$ cat config.mk
export PLATFORM = sky130hd
export DESIGN_NAME = wb_gpio
export DESIGN_NICKNAME = d
export VERILOG_FILES = /design/src/rtl/wb_gpio_pkg.sv /design/src/rtl/gpio_in_cond.sv /design/src/rtl/wb_gpio.sv
export SDC_FILE = /design/constraint.sdc
export NUM_CORES = 1
export LEC_CHECK = 0
export CORE_ASPECT_RATIO = 1.4
export CORE_MARGIN = 2
export CORE_UTILIZATION = 55
export DETAILED_ROUTE_END_ITERATION = 10
export PLACE_DENSITY = 0.84
export SETUP_SLACK_MARGIN = 0.05
export SLEW_MARGIN = 30
export SYNTH_ARGS = -nofsm -noshare
export SYNTH_HDL_FRONTEND = slang
export SYNTH_HIERARCHICAL = 1
export SYNTH_SLANG_ARGS = --single-unit
$ cat constraint.sdc
create_clock -name clk -period 20.9 [get_ports clk]
set_input_delay 4.18 -clock clk [delete_from_list [all_inputs] [get_ports clk]]
set_output_delay 4.18 -clock clk [all_outputs]
set_load 0.01 [all_outputs]
$ cat src/rtl/wb_gpio_pkg.sv
// Shared definitions for the wb_gpio Wishbone GPIO controller: register map,
// word-index decode enum and interrupt type encodings.
package wb_gpio_pkg;

  localparam logic [4:0] REG_DATA_IN    = 5'h00;
  localparam logic [4:0] REG_DATA_OUT   = 5'h04;
  localparam logic [4:0] REG_DIR        = 5'h08;
  localparam logic [4:0] REG_IRQ_EN     = 5'h0C;
  localparam logic [4:0] REG_IRQ_TYPE   = 5'h10;
  localparam logic [4:0] REG_IRQ_POL    = 5'h14;
  localparam logic [4:0] REG_IRQ_STATUS = 5'h18;
  localparam logic [4:0] REG_RESERVED   = 5'h1C;

  typedef enum logic [2:0] {
    IDX_DATA_IN    = 3'(REG_DATA_IN >> 2),
    IDX_DATA_OUT   = 3'(REG_DATA_OUT >> 2),
    IDX_DIR        = 3'(REG_DIR >> 2),
    IDX_IRQ_EN     = 3'(REG_IRQ_EN >> 2),
    IDX_IRQ_TYPE   = 3'(REG_IRQ_TYPE >> 2),
    IDX_IRQ_POL    = 3'(REG_IRQ_POL >> 2),
    IDX_IRQ_STATUS = 3'(REG_IRQ_STATUS >> 2),
    IDX_RESERVED   = 3'(REG_RESERVED >> 2)
  } reg_idx_e;

  localparam logic IRQ_TYPE_EDGE  = 1'b1;
  localparam logic IRQ_TYPE_LEVEL = 1'b0;

endpackage

$ cat src/rtl/gpio_in_cond.sv
// Pin input conditioning: 2-flop synchronizer, optional per-pin debounce
// (enabled by WB_GPIO_DEBOUNCE_EN), and a one-cycle delayed copy for edge detection.
module gpio_in_cond #(
  parameter int GPIO_WIDTH      = 32,
  parameter int DEBOUNCE_CYCLES = 16
) (
  input  logic                  clk,
  input  logic                  rst,
  input  logic [GPIO_WIDTH-1:0] i_gpio,
  output logic [GPIO_WIDTH-1:0] o_sync_in,
  output logic [GPIO_WIDTH-1:0] o_prev_in
);

  logic [GPIO_WIDTH-1:0] r_meta;
  logic [GPIO_WIDTH-1:0] r_raw;
  logic [GPIO_WIDTH-1:0] r_prev;
  logic [GPIO_WIDTH-1:0] w_sync;

  // Two-stage synchronizer for asynchronous pin inputs
  always_ff @(posedge clk or posedge rst) begin
    if (rst) begin
      r_meta <= '0;
      r_raw  <= '0;
    end else begin
      r_meta <= i_gpio;
      r_raw  <= r_meta;
    end
  end

`ifdef WB_GPIO_DEBOUNCE_EN
  localparam int CW = $clog2(DEBOUNCE_CYCLES + 1);

  logic [CW-1:0]         r_cnt [GPIO_WIDTH];
  logic [GPIO_WIDTH-1:0] r_filt;

  // Filtered value follows raw only after DEBOUNCE_CYCLES consecutive disagreeing samples
  always_ff @(posedge clk or posedge rst) begin
    if (rst) begin
      r_filt <= '0;
      for (int i = 0; i < GPIO_WIDTH; i++) begin
        r_cnt[i] <= '0;
      end
    end else begin
      for (int i = 0; i < GPIO_WIDTH; i++) begin
        if (r_raw[i] == r_filt[i]) begin
          r_cnt[i] <= '0;
        end else if (r_cnt[i] == CW'(DEBOUNCE_CYCLES - 1)) begin
          r_filt[i] <= r_raw[i];
          r_cnt[i]  <= '0;
        end else begin
          r_cnt[i] <= r_cnt[i] + CW'(1);
        end
      end
    end
  end

  assign w_sync = r_filt;
`else
  localparam int unused_debounce_cycles = DEBOUNCE_CYCLES;

  assign w_sync = r_raw;
`endif

  always_ff @(posedge clk or posedge rst) begin
    if (rst) begin
      r_prev <= '0;
    end else begin
      r_prev <= w_sync;
    end
  end

  assign o_sync_in = w_sync;
  assign o_prev_in = r_prev;

endmodule

$ cat src/rtl/wb_gpio.sv
// Wishbone B4 pipelined GPIO slave: register file, per-pin edge/level interrupts,
// single-cycle response. Optional input debounce via WB_GPIO_DEBOUNCE_EN.
module wb_gpio
  import wb_gpio_pkg::*;
#(
  parameter int WB_ADDRESS_WIDTH    = 32,
  parameter int WB_DATA_WIDTH       = 32,
  parameter int WB_DATA_GRANULARITY = 8,
  parameter int GPIO_WIDTH          = 32,
  parameter int DEBOUNCE_CYCLES     = 16
) (
  input  logic                                           clk,
  input  logic                                           rst,
  input  logic [WB_ADDRESS_WIDTH-1:0]                    i_wb_addr,
  input  logic [WB_DATA_WIDTH-1:0]                       i_wb_dat,
  output logic [WB_DATA_WIDTH-1:0]                       o_wb_dat,
  input  logic                                           i_wb_cyc,
  input  logic                                           i_wb_stb,
  input  logic                                           i_wb_we,
  input  logic [WB_DATA_WIDTH/WB_DATA_GRANULARITY-1:0]   i_wb_sel,
  output logic                                           o_wb_ack,
  output logic                                           o_wb_stall,
  output logic                                           o_wb_err,
  input  logic [GPIO_WIDTH-1:0]                          i_gpio,
  output logic [GPIO_WIDTH-1:0]                          o_gpio,
  output logic [GPIO_WIDTH-1:0]                          o_gpio_oe,
  output logic                                           o_irq
);

  localparam int NSEL = WB_DATA_WIDTH / WB_DATA_GRANULARITY;

  // Replace selected byte lanes of old_v with new_v; bits beyond GPIO_WIDTH drop out
  function automatic logic [GPIO_WIDTH-1:0] lane_merge(
    input logic [GPIO_WIDTH-1:0]    old_v,
    input logic [WB_DATA_WIDTH-1:0] new_v,
    input logic [NSEL-1:0]          sel
  );
    logic [WB_DATA_WIDTH-1:0] m;
    logic [WB_DATA_WIDTH-1:0] o;
    m = '0;
    for (int b = 0; b < NSEL; b++) begin
      m[b*WB_DATA_GRANULARITY +: WB_DATA_GRANULARITY] = {WB_DATA_GRANULARITY{sel[b]}};
    end
    o = '0;
    o[GPIO_WIDTH-1:0] = old_v;
    o = (o & ~m) | (new_v & m);
    return o[GPIO_WIDTH-1:0];
  endfunction

  function automatic logic [WB_DATA_WIDTH-1:0] zext(input logic [GPIO_WIDTH-1:0] v);
    logic [WB_DATA_WIDTH-1:0] o;
    o = '0;
    o[GPIO_WIDTH-1:0] = v;
    return o;
  endfunction

  logic [GPIO_WIDTH-1:0]    r_data_out;
  logic [GPIO_WIDTH-1:0]    r_dir;
  logic [GPIO_WIDTH-1:0]    r_irq_en;
  logic [GPIO_WIDTH-1:0]    r_irq_type;
  logic [GPIO_WIDTH-1:0]    r_irq_pol;
  logic [GPIO_WIDTH-1:0]    r_irq_status;
  logic                     r_irq;
  logic                     r_ack;
  logic                     r_err;
  logic [WB_DATA_WIDTH-1:0] r_dat;

  logic [GPIO_WIDTH-1:0]    w_sync_in;
  logic [GPIO_WIDTH-1:0]    w_prev_in;
  logic [GPIO_WIDTH-1:0]    w_evt;
  logic [GPIO_WIDTH-1:0]    w_clr;
  logic [WB_DATA_WIDTH-1:0] w_rdat;
  logic                     w_req;
  logic                     w_bad;
  reg_idx_e                 w_idx;
  logic                     w_unused_addr;

  gpio_in_cond #(
    .GPIO_WIDTH      (GPIO_WIDTH),
    .DEBOUNCE_CYCLES (DEBOUNCE_CYCLES)
  ) u_in_cond (
    .clk       (clk),
    .rst       (rst),
    .i_gpio    (i_gpio),
    .o_sync_in (w_sync_in),
    .o_prev_in (w_prev_in)
  );

  assign w_idx         = reg_idx_e'(i_wb_addr[4:2]);
  assign w_req         = i_wb_cyc & i_wb_stb;
  assign w_bad         = (w_idx == IDX_RESERVED) | (i_wb_we & (w_idx == IDX_DATA_IN));
  assign w_unused_addr = ^{i_wb_addr[WB_ADDRESS_WIDTH-1:5], i_wb_addr[1:0]};

  always_ff @(posedge clk or posedge rst) begin
    if (rst) begin
      r_data_out <= '0;
      r_dir      <= '0;
      r_irq_en   <= '0;
      r_irq_type <= '0;
      r_irq_pol  <= '0;
    end else if (w_req && i_wb_we) begin
      case (w_idx)
        IDX_DATA_OUT: r_data_out <= lane_merge(r_data_out, i_wb_dat, i_wb_sel);
        IDX_DIR:      r_dir      <= lane_merge(r_dir, i_wb_dat, i_wb_sel);
        IDX_IRQ_EN:   r_irq_en   <= lane_merge(r_irq_en, i_wb_dat, i_wb_sel);
        IDX_IRQ_TYPE: r_irq_type <= lane_merge(r_irq_type, i_wb_dat, i_wb_sel);
        IDX_IRQ_POL:  r_irq_pol  <= lane_merge(r_irq_pol, i_wb_dat, i_wb_sel);
        default:      ;
      endcase
    end
  end

  always_comb begin
    w_evt = '0;
    for (int i = 0; i < GPIO_WIDTH; i++) begin
      if (r_irq_type[i] == IRQ_TYPE_EDGE) begin
        w_evt[i] = r_irq_pol[i] ? (w_sync_in[i] & ~w_prev_in[i])
                                : (~w_sync_in[i] & w_prev_in[i]);
      end else if (r_irq_type[i] == IRQ_TYPE_LEVEL) begin
        w_evt[i] = (w_sync_in[i] == r_irq_pol[i]);
      end else begin
        w_evt[i] = 1'b0;
      end
    end
  end

  always_comb begin
    w_clr = '0;
    if (w_req && i_wb_we && (w_idx == IDX_IRQ_STATUS)) begin
      w_clr = lane_merge('0, i_wb_dat, i_wb_sel);
    end else begin
      w_clr = '0;
    end
  end

  // Set beats clear so a persisting level event re-arms the bit
  always_ff @(posedge clk or posedge rst) begin
    if (rst) begin
      r_irq_status <= '0;
      r_irq        <= 1'b0;
    end else begin
      r_irq_status <= (r_irq_status & ~w_clr) | w_evt;
      r_irq        <= |(r_irq_status & r_irq_en);
    end
  end

  always_comb begin
    w_rdat = '0;
    case (w_idx)
      IDX_DATA_IN:    w_rdat = zext(w_sync_in);
      IDX_DATA_OUT:   w_rdat = zext(r_data_out);
      IDX_DIR:        w_rdat = zext(r_dir);
      IDX_IRQ_EN:     w_rdat = zext(r_irq_en);
      IDX_IRQ_TYPE:   w_rdat = zext(r_irq_type);
      IDX_IRQ_POL:    w_rdat = zext(r_irq_pol);
      IDX_IRQ_STATUS: w_rdat = zext(r_irq_status);
      default:        w_rdat = '0;
    endcase
  end

  always_ff @(posedge clk or posedge rst) begin
    if (rst) begin
      r_ack <= 1'b0;
      r_err <= 1'b0;
      r_dat <= '0;
    end else if (w_req) begin
      r_ack <= ~w_bad;
      r_err <= w_bad;
      r_dat <= (!i_wb_we && !w_bad) ? w_rdat : '0;
    end else begin
      r_ack <= 1'b0;
      r_err <= 1'b0;
      r_dat <= '0;
    end
  end

  // A master that drops cyc before the response abandons it
  assign o_wb_ack   = r_ack & i_wb_cyc;
  assign o_wb_err   = r_err & i_wb_cyc;
  assign o_wb_dat   = r_dat;
  assign o_wb_stall = 1'b0;
  assign o_gpio     = r_data_out;
  assign o_gpio_oe  = r_dir;
  assign o_irq      = r_irq;

endmodule

Word level (Yosys, flattened, before mapping)
Index checks and enable logic that the tools add are counted.

cells by class
  equality and inequality tests = 39
  multiplexer cells = 70
  bitwise operators = 150
  reductions and logical operators = 12

operators with widths
  cell                  count
  $and A32 B32 Y32      8
  $pmux W32 S7          1
  $or A32 B32 Y32       6
  $mux W32              3
  $and A1 B1 Y1         68
  $mux W1               66
  $not A1 Y1            65
  $not A32 Y32          2
  $eq A1 B1 Y1          32
  $reduce_or A32 Y1     1
  $eq A3 B3 Y1 const B  4
  $reduce_and A2 Y1     5
  $eq A3 B2 Y1 const B  2
  $eq A3 B1 Y1 const B  1
  $logic_and A1 B1 Y1   3
  $logic_not A3 Y1      1
  $logic_not A1 Y1      2
  $or A1 B1 Y1          1

storage, ports and cells
  flip-flop bits (word level) = 323
  output and inout bits = 100

Longest topological paths before layout
Gate-level depths: netlist of run 1.

  word-level depth = 7
  depth in mapped cells = 7
  depth with buffers taken out = 4

Modules after synthesis
Netlist of run 1, hierarchy kept.

by module, submodules not included
  module        instances  cells an instance  area an instance (um2)  sequential area each (um2)
  wb_gpio       1          866                10737.8                 5680.4
  gpio_in_cond  1          97                 2406.1                  2402.3

Worst setup path before layout of run 1
OpenSTA, ideal clock, no wires.

  path kind = input -> output
  from = input i_wb_cyc
  to = output o_wb_ack
  data arrival time = 4.326 ns
  path slack = 12.394 ns
  stages on the path = 1
  path through = and2_1

between the ends
  cells in the longest elaborated chain, start to end = 1

RTL lines
  item           line            text
  from (decl)    wb_gpio.sv:17   input logic i_wb_cyc,
  $and A1 B1 Y1  wb_gpio.sv:178  assign o_wb_ack = r_ack & i_wb_cyc;
  to (decl)      wb_gpio.sv:21   output logic o_wb_ack,

No other way between the ends.

Worst setup path in the final report of run 1
  from = input i_wb_cyc
  to = output o_wb_err

between the ends
  cells in the longest elaborated chain, start to end = 1

RTL lines
  item           line            text
  $and A1 B1 Y1  wb_gpio.sv:179  assign o_wb_err = r_err & i_wb_cyc;
  to (decl)      wb_gpio.sv:23   output logic o_wb_err,

No other way between the ends.

==> results of run 1 <==
[worst max-delay path by stage]
| stage | startpoint | endpoint | slack, ps | depth (start not counted) |
|---|---|---|---|---|
| finish | i_wb_cyc | o_wb_err | 11120 | 3 |
| global route | i_wb_cyc | o_wb_err | 11100 | 3 |
| CTS | i_wb_cyc | o_wb_err | 11150 | 3 |
| detailed placement | i_wb_cyc | o_wb_err | 11160 | 3 |
| global placement | i_wb_cyc | o_wb_ack | 11180 | 3 |
| floorplan | rst | async pin | 10500 | 1 |
[cell usage in the layout (no fill, tap or decap), types with 2 or more instances in the layout]
cell	count
dfrtp_1	323
mux2_2	214
clkdlybuf4s50_1	173
nand2_1	82
a21oi_1	55
a32oi_1	37
nor3_1	35
nor2b_1	33
a211o_1	32
clkbuf_16	29
a222oi_1	23
a22oi_1	17
nand2_2	12
clkbuf_8	11
a31oi_1	8
buf_4	8
nor2_2	7
mux2_1	7
nor2_1	6
inv_1	5
clkbuf_1	5
clkinv_2	5
nor3_2	4
nand4_1	4
bufinv_16	3
nor2_4	2
mux2i_1	2
and2_1	2
[power by group through the flow]
| stage | sequential [uW] | combinational [uW] | clock (uW) |
|---|---|---|---|
| floorplan | 728 | 101 | 0 |
| global placement | 734 | 182 | 0 |
| detailed placement | 737 | 189 | 0 |
| CTS | 726 | 191 | 562 |
| global route | 733 | 204 | 590 |
| finish | 728 | 190 | 555 |
[final cells by class]
type	instances	area [sq um]
Fill cell	1628	7130
Multi-Input combinational cell	596	4880
Sequential cell	323	8080
Tap cell	306	383
Clock buffer	45	896
Antenna cell	1	2.50
Inverter	8	45.0
Clock inverter	8	115
Timing Repair Buffer	184	1840
[routing by layer]
layer	up-vias	global-route usage	wire length (um)
met5	-	0	13
met4	2	0.121	1470
met3	103	0.0420	2660
met2	467	0.472	17900
met1	4742	0.369	13400
li1	3963	-	-
[cells by family (layout without fill, tap and decap cells)]
family          after synthesis  count (layout)  share of synthesized area
compound gates              174             174                     0.0990
buf+inv                      44             245                     0.0152
flops                       323             323                      0.615
mux                         224             224                      0.193
other cells                   1               2                   0.000285
simple gates                197             197                     0.0780
[through the flow]
step	total power, uW	util	worst slack (ps)
6_report	1470	0.695	11120
5_1_grt	1530	0.695	11100
4_1_cts	1480	0.695	11150
3_5_place_dp	926	0.652	11160
3_3_place_gp	916	0.650	11180
2_1_floorplan	828	-	10500
[synth_stat cells (2+ instances only)]
master      n  area, sq um
mux2_2    214         2410
inv_1       8         30.0
a222oi_1   23          230
mux2_1      7         78.8
nand2_1    82          308
nor2_1     11         41.3
dfrtp_1   323         8080
buf_2      13         65.1
a31oi_1     8         50.1
nor3_2      4         40.0
nor2_2      4         25.0
nor3_1     35          175
clkbuf_1   18         67.6
a211o_1    32          280
nor2b_1    33          206
a32oi_1    37          324
buf_4       3         22.5
nand2_2    12         75.1
and2_1      2         12.5
a21oi_1    55          275
nand4_1     4         25.0
mux2i_1     2         20.0
a22oi_1    17          128
==> flow_summary.yaml, run 1 <==
timing:
  layout_worst_path_cycle_share: 0.468
  drv_slew: 0
  fin_tns_setup_ps: 0
  hold_ws_ps: 348
  maxSlewHeadroom: 0.317
  rsz0062_at_grt: "false"
  hold_viol_final: 0
  skew_ps: 10.3
  finalSetupViolCount: 0
  worst_pin_slew_ps: 1020
  fmax_mhz: 102
  fin_crit_ps: 9780
flow_run:
  max_cap_violations: 0
cts:
  h-tree-depth: 1
  post_cts_buffers: 0
  cts_root_buf: "clkbuf_16"
  clkSinkCount: 323
  clk_pin_slew_worst_paths_ps: 60
  clockBufferDepth: 3
  cts_hold_buf: 0
  worstSkewPairLatency_ps: 550
  cts_tree: "yes"
  cts_buffers: 29
  cts_resized: 0
synthesis:
  yosysUniqueCellTypes: 39
  seq_area_frac_synth: 0.615
  syn_nets: 1068
  synth_edf_count: 0
  ys.warnings.count: 6
  syn_area_per_cell_sq_um: 13.6
  synth-async-reset-ratio: 1.00
  synthesis.area_sq_um: 13100
  ys.flop_type: "dfrtp_1"
  ys_seq_elements: 323
  postSynthCellCount: 963
placed_design:
  dp_hpwl_mm: 22.9
  placed_area_sq_um: 15200
  portBuffers: 174
  gp_congestion: 0.883
  dp_cells: 1417
power_and_ir_drop:
  power_frac_seq: 0.494
  worst_ir_drop_vdd_mv: 0.0742
  combPwrFrac: 0.129
  swShare: 0.244
  p_per_area_nw_per_um2: 90.7
  p_clk_frac: 0.377
  p_leak_uw: 0.00696
  p_int_uw: 1110
  p_sw_uw: 360
floorplanning:
  fp.dieW_um: 135
  start_util: 0.562
  die_h_um: 187
  ios: 205
  dieArea_sq_um: 25200
  rows: 66
  core_area_sq_um: 23400
global_routing:
  grt_overflow_total: 0
  antenna_found_initial: 3
  grt_pass1_vias: 9690
  grt_start_max_net_pins: 146
  grt.total_usage: 0.283
  grt_pass1_wl_mm: 55.2
worst_hold_path:
  whs_path_depth: 0
  whs_endpoint: "u_in_cond/o_sync_in[2]"
  hp-class: "reg2reg"
  min_from: "u_in_cond/r_meta[2]"
worst_setup_path:
  max_stage_delay_ps: 690
  end_kind: "output pin"
  timing.rr.end: "o_irq"
  ff2ff_setup_slack_ps: 19360
  crit_path_max_fanout: 5
  crit_type: "in2out"
  cpLargestDelayFamily: "buffers and inverters"
  slowest_stage: "clkdlybuf4s50_1"
  startpoint_type: "input pin"
  rr_worst_depth: 3
  reg2reg_from: "r_irq_status[18]"
  required_ps: 16720
  crit_buf_inv: 2
  cp_data_arrival_time_ps: 5600
  path_cells: "clkdlybuf4s50_1 -> and2_1 -> clkdlybuf4s50_1"
  path_common_cell: "clkdlybuf4s50_1"
drt:
  first_pass_iters: 5
  wire_per_inst_um: 24.1
  ant_nets: 0
  num_vias: 9277
  drt-total-wl_mm: 35.4
  drtIter0Drc: 872
  via_per_inst: 6.31
  drc: 0
cells_and_area:
  area_growth_pct: 23.6
  postLayoutCellArea_sq_um: 16200
  nets: 1247
  drive_above_1_share: 0.263
  finalNonFillerCells: 1471
run_status:
  status: "finished clean"
No activity file was read; power rests on OpenSTA's default activity.
==> run 2: changes to the inputs <==
Settings changed: CORE_UTILIZATION 55 to 49, PLACE_DENSITY 0.84 to 0.8.
Clock period 20.9 ns to 8.8 ns, I/O delays scaled along.
==> flow_summary.yaml, run 2 (synthesis results as in run 1) <==
cells_and_area:
  mostFrequentLayoutCells: "323 x dfrtp_1, 214 x mux2_2, 173 x clkdlybuf4s50_1"
  fin_util: 0.623
  drive_above_1_share: 0.268
  area_growth_pct: 24.5
  multiInputGateArea_sq_um: 4880
  nets: 1250
  final_common_cell: "dfrtp_1"
  num-fill-cells: 1964
  antenna_cells: 0
  regArea_sq_um: 8080
cts:
  cts_tree: "yes"
  clkSinkCount: 323
  cts_root_buf: "clkbuf_16"
  clk_pin_slew_worst_paths_ps: 60
  cts_hold_buf: 0
  cts_resized: 0
  cts_buffers: 30
  h-tree-depth: 1
  clockBufferDepth: 3
  worstSkewPairLatency_ps: 560
  post_cts_buffers: 0
global_routing:
  antenna_found_initial: 2
  grt_pass1_wl_mm: 55.2
  grt.total_usage: 0.256
  grt_start_max_net_pins: 90
  grt_pass1_vias: 9663
  grt_overflow_total: 0
timing:
  skew_ps: 17.4
  fin_crit_ps: 4920
  finalSetupViolCount: 0
  hold_viol_final: 0
  layout_worst_path_cycle_share: 0.559
  worst_pin_slew_ps: 1030
  fin_tns_setup_ps: 0
  maxSlewHeadroom: 0.314
  fmax_mhz: 203
  drv_slew: 0
  fin_ws_ps: 3880
  rsz0062_at_grt: "false"
placed_design:
  place_ws_ps: 3910
  dp_hpwl_mm: 23.1
  gp_congestion: 0.834
  portBuffers: 174
power_and_ir_drop:
  worst_ir_drop_vdd_mv: 0.154
  p_per_area_nw_per_um2: 220
  p_leak_uw: 0.00700
worst_setup_path:
  ff2ff_setup_slack_ps: 7250
  required_ps: 7040
  crit_type: "in2out"
  end_kind: "output pin"
  startpoint_type: "input pin"
  cp_data_arrival_time_ps: 3160
  crit_path_max_fanout: 5
floorplanning:
  start_util: 0.500
  dieArea_sq_um: 28200
  core_area_sq_um: 26300
  rows: 70
  ios: 205
  die_h_um: 198
  fp.dieW_um: 142
flow_run:
  max_cap_violations: 0
drt:
  drtIter0Drc: 835
  wire_per_inst_um: 24.1
  first_pass_iters: 5
  via_per_inst: 6.25
  num_vias: 9330
  ant_nets: 0
  drc: 0
  drt-total-wl_mm: 36.0
worst_hold_path:
  hp-class: "reg2reg"
run_status:
  status: "finished clean"
[run 2: cell types whose count changed in the layout (fill, tap and decap cells not counted), moves of 2 or more]
| cell | delta |
|---|---|
| buf_8 | +3 |
| bufinv_16 | +3 |
| clkbuf_1 | -3 |
| clkbuf_16 | +2 |
| clkbuf_8 | -7 |
| clkinv_2 | +4 |
| clkinvlp_4 | +3 |
| nor2_1 | +2 |
| nor2_2 | -2 |
[run 2: path summary, 6_finish.rpt]
| path | endpoint | startpoint | depth (start not counted) |
|---|---|---|---|
| max | o_wb_ack | i_wb_cyc | 3 |
| min | u_in_cond/o_sync_in[25] | u_in_cond/r_meta[25] | 0 |
| max reg2reg | o_irq | r_irq_status[2] | 3 |
| min reg2reg | u_in_cond/o_sync_in[25] | u_in_cond/r_meta[25] | 0 |
| max in group asynchronous | async pin | rst | 3 |
| min in group asynchronous | async pin | rst | 2 |
[run 2: metrics by stage]
step                power, uW  cells  hold slack [ps]  cell area, sq um
floorplan                1970    963              331             13100
global placement         2180   1434              332             15200
detailed placement       2200   1436              335             15200
CTS                      3610   1492              349             16300
global route             3720   1493              351             16400
finish                   3600   1493              346             16400
[run 2: where the power goes]
group / switching (uW) / internal, uW / total (uW)
clock: 564 / 852 / 1420
sequential: 118 / 1610 / 1730
combinational: 200 / 253 / 453
[run 2: routing by layer]
layer  track usage  vias up  wire length, um
met4         0.110        2             1560
li1              -     3951                -
met5             0        -                8
met3        0.0481      116             2850
met2         0.439      493            18300
met1         0.317     4768            13300
[run 2: critical path, stage by stage]
cell and delay [ps]:
clkdlybuf4s50_1 680, and2_1 190, clkdlybuf4s50_1 530
[run 2: area by class of cell]
class	instances	share of cell area
Inverter	8	0.00245
Multi-Input combinational cell	596	0.298
Tap cell	324	0.0248
Clock inverter	19	0.0157
Clock buffer	37	0.0512
Sequential cell	323	0.494
Timing Repair Buffer	186	0.114
